[config.mk]
export PLATFORM = sky130hd
export DESIGN_NAME = edge_event_arbiter
export DESIGN_NICKNAME = d
export VERILOG_FILES = /design/src/rtl/edge_event_arbiter.sv
export SDC_FILE = /design/constraint.sdc
export NUM_CORES = 1
export LEC_CHECK = 0
export BUFFER_PORTS_ARGS = -buffer_cell sky130_fd_sc_hd__buf_4
export CELL_PAD_IN_SITES_DETAIL_PLACEMENT = 1
export CELL_PAD_IN_SITES_GLOBAL_PLACEMENT = 2
export CORE_AREA = 2 2 39 41
export CTS_BUF_LIST = sky130_fd_sc_hd__clkbuf_4 sky130_fd_sc_hd__clkbuf_8
export CTS_CLUSTER_SIZE = 28
export DETAILED_ROUTE_END_ITERATION = 10
export DIE_AREA = 0 0 41 43
export PLACE_DENSITY = 0.77
export SETUP_SLACK_MARGIN = 0.2
export SLEW_MARGIN = 0
export SYNTH_ARGS = -nofsm -noshare
export SYNTH_HDL_FRONTEND = slang
export SYNTH_SLANG_ARGS = --single-unit
[constraint.sdc]
create_clock -name clk -period 1.1 [get_ports clk]
set_input_delay 0.11 -clock clk [delete_from_list [all_inputs] [get_ports clk]]
set_output_delay 0.11 -clock clk [all_outputs]
set_load 0.01 [all_outputs]
[src/rtl/edge_event_arbiter.sv]
// Rising-edge event queue for N level inputs with one pending flag per channel,
// granted round-robin to a single consumer over a valid/ready handshake.
module edge_event_arbiter #(
  parameter int N    = 2,
  parameter int IDXW = $clog2(N)
) (
  input  logic            clk,
  input  logic            rst,
  input  logic [N-1:0]    entrada,
  input  logic            evt_ready,
  input  logic            clr_overflow,
  output logic            evt_valid,
  output logic [IDXW-1:0] evt_idx,
  output logic [N-1:0]    pending,
  output logic [N-1:0]    overflow
);

  logic [N-1:0]    prev_q, prev_d;
  logic [N-1:0]    pending_q, pending_d;
  logic [N-1:0]    overflow_q, overflow_d;
  logic            evt_valid_q, evt_valid_d;
  logic [IDXW-1:0] evt_idx_q, evt_idx_d;
  logic [IDXW-1:0] last_grant_q, last_grant_d;

  logic [N-1:0]    rise_s;
  logic [N-1:0]    gnt_onehot_s;
  logic [N-1:0]    ovf_set_s;
  logic            stage_free_s;
  logic            gnt_found_s;
  logic            hit_s;
  logic [IDXW-1:0] gnt_idx_s;

  // Edge detect, round-robin search over the pre-edge pending set, queue update.
  always_comb begin
    rise_s       = entrada & ~prev_q;
    stage_free_s = !evt_valid_q || evt_ready;
    gnt_found_s  = 1'b0;
    gnt_idx_s    = '0;
    hit_s        = 1'b0;
    gnt_onehot_s = '0;
    ovf_set_s    = '0;
    pending_d    = pending_q;
    prev_d       = entrada;

    // Candidate order is last_grant+1, +2, ... wrapping; first pending hit wins.
    for (int k = 1; k <= N; k++) begin
      for (int i = 0; i < N; i++) begin
        hit_s       = stage_free_s && !gnt_found_s && pending_q[i] &&
                      (((int'(last_grant_q) + k) % N) == i);
        gnt_idx_s   = hit_s ? IDXW'(i) : gnt_idx_s;
        gnt_found_s = gnt_found_s | hit_s;
      end
    end

    // A rise on a channel being granted this edge refills it instead of overflowing.
    for (int i = 0; i < N; i++) begin
      gnt_onehot_s[i] = gnt_found_s && (gnt_idx_s == IDXW'(i));
      ovf_set_s[i]    = rise_s[i] & pending_q[i] & ~gnt_onehot_s[i];
      pending_d[i]    = (pending_q[i] & ~gnt_onehot_s[i]) | rise_s[i];
    end

    overflow_d = (clr_overflow ? {N{1'b0}} : overflow_q) | ovf_set_s;
  end

  // Output stage: load a new grant when free, otherwise hold the offered event.
  always_comb begin
    evt_valid_d  = evt_valid_q;
    evt_idx_d    = evt_idx_q;
    last_grant_d = last_grant_q;
    if (stage_free_s) begin
      evt_valid_d = gnt_found_s;
      if (gnt_found_s) begin
        evt_idx_d    = gnt_idx_s;
        last_grant_d = gnt_idx_s;
      end else begin
        evt_idx_d    = evt_idx_q;
        last_grant_d = last_grant_q;
      end
    end else begin
      evt_valid_d = evt_valid_q;
    end
  end

  // State registers with synchronous active-low reset.
  always_ff @(posedge clk) begin
    if (!rst) begin
      prev_q       <= '0;
      pending_q    <= '0;
      overflow_q   <= '0;
      evt_valid_q  <= 1'b0;
      evt_idx_q    <= '0;
      last_grant_q <= IDXW'(N - 1);
    end else begin
      prev_q       <= prev_d;
      pending_q    <= pending_d;
      overflow_q   <= overflow_d;
      evt_valid_q  <= evt_valid_d;
      evt_idx_q    <= evt_idx_d;
      last_grant_q <= last_grant_d;
    end
  end

  assign evt_valid = evt_valid_q;
  assign evt_idx   = evt_idx_q;
  assign pending   = pending_q;
  assign overflow  = overflow_q;

endmodule

==> metrics <==
Worst Path Class, Setup register to register; CTS root buf clkbuf_4; Worst VDD drop a little over 0.0005 V; CTS tree done; Chip Height 43 µm; final worst-path cycle share 0.812; core box area 0.00138 mm²; first-pass GRT wire length between 1 and 1.5 mm; htree depth 1; Post-Syn Area per Cell ~11 µm²; minimum clock period about 890 ps; die area 0.00176 mm²; count of cell types in the netlist 19; GPL Wtd Cong ~0.64; antenna cells 0; hold_ws 55.6 ps; Hold Path Class input pin to register; synthesized area about 360 µm²; CP endpoint kind register; clock buffer depth 2; Ys Warns 0; worst clock skew 1.69 ps; WL per Instance ~11 µm; Nets 55; num ports 12; number of synthesized register bits 9; DR vias 296; Skew-Pair Late Insertion Delay 260 ps; Worst EP arrival 1040 ps; DRC 0; Post-Syn Nets 40; First DRT Iteration DRCs 6; largest net degree at the start of global routing 12; Initial Util 0.260; Area Overhead vs Synth 40.6%; fmax 1.12 GHz; hold_buf cts 0; worst-margin pin slew approximately 220 ps; Slew Limit Fails 0; FF-to-FF setup slack 210 ps; site row count 14; Critical Path Source Type register; Crit Path Max Fanout 3; post-place setup slack 192 ps; final core utilization 0.366; Routed Antenna Nets 0; layout cells sized above 1 0.542; setup violators final 0; total CTS buffers 3; Reg area roughly 190 µm²; Slew headroom 0.852; max_cap viols 0; vias in the first global route 295; Worst EP required 1250 ps; Chip Width approximately 40 µm; Syn Inst Count 34; Clock Sink Count 9; outcome completed; Port Buffers 11; Layout fillers 163; total congestion overflow 0; Via density between 4 and 5; Final Hold Vio Count 0; Post-Route WL 726 µm; worst setup slack after layout between 200 and 250 ps; CTS clk-pin slew, worst paths 60 ps; RSZ-0062 raised after global routing true; multi-input combinational cell area 176 µm²; total power 0.734 mW; PD cells 1450 mW/mm²; sequential fraction of the synthesis area 0.500; DR pass1 iterations 3; All-Layer GR Usage 0.114; initial antenna violation count 0; total negative slack 0 ps; Lkg Pwr 0.225 nW
## final timing paths
path	start	depth (start not counted)	endpoint
max	evt_valid$_SDFFE_PN0N_	3	evt_idx$_SDFFE_PN0P_
min	entrada[0]	2	prev_q[0]$_SDFF_PN0_
max reg2reg	evt_valid$_SDFFE_PN0N_	3	evt_idx$_SDFFE_PN0P_
min reg2reg	prev_q[1]$_SDFF_PN0_	1	overflow[1]$_SDFF_PN0_
## Yosys cell counts (all sizes together)
library cell	n	area [µm²]
a21oi	2	13.8
a32o	1	10.0
a21o	2	16.3
dfxtp	9	180
inv	1	3.75
buf	1	11.3
o41ai	1	16.3
nand2b	2	12.5
nand3b	1	7.51
nor2b	3	26.3
a22o	1	8.76
nand2	4	15.0
o21ai	2	10.0
o31a	1	8.76
and2	3	20.0
## sequential cells by signal, summed over array words and instances (netlist names)
name,flops
overflow,2
evt_idx,1
pending,2
prev_q,2
evt_valid,1
last_grant_q,1
## power breakdown
group,switching (mW),internal (mW),total (mW)
registers,0.0170,0.345,0.362
clock network,0.115,0.164,0.280
logic,0.0388,0.0535,0.0924
total,0.171,0.563,0.734
## layout by cell type, fill, tap and decap left out, types with 2 or more instances in the layout
cell      instances
buf_4            10
and2_1            2
dfxtp_2           2
dfxtp_1           5
nor2b_1           2
dfxtp_4           2
nand2_1           4
a21oi_2           2
clkbuf_4          4
## critical path, stage by stage (launching register included)
cell and delay [ps]:
dfxtp_2 340, nor2b_4 170, a21oi_2 60, a32o_1 220
## through the flow
step / cells / area (µm²)
2_1_floorplan: 34 / 362
3_3_place_gp: 60 / 453
3_5_place_dp: 60 / 453
4_1_cts: 64 / 497
5_1_grt: 64 / 507
6_report: 64 / 507
## metal layers
layer	GRT usage	up-vias	wire, µm
met5	0	-	0
met4	0.0800	0	17
met3	0.0471	4	58
met2	0.144	10	327
met1	0.149	135	322
li1	-	147	-
## timing repair
action	in CTS	in global routing
cloned	0	0
resized for setup	4	5
endpoints found under the setup margin	5	6
pin swaps	1	0
setup buffers	0	0
## cell type report
cell class | instances | share of cell area
flip-flops and latches | 9 | 0.375
multi-input cells | 23 | 0.348
repair buffers | 11 | 0.170
clock buffers | 4 | 0.0593
well taps | 16 | 0.0395
inverters | 1 | 0.00741
## cells by family (layout without fill, tap and decap cells)
| kind of cell | after synthesis | in the layout | synth area share |
|---|---|---|---|
| buf+inv | 2 | 16 | 0.0417 |
| flops | 9 | 9 | 0.500 |
| compound gates | 10 | 10 | 0.233 |
| simple gates | 13 | 13 | 0.226 |
(Power assumes the default switching activity.)
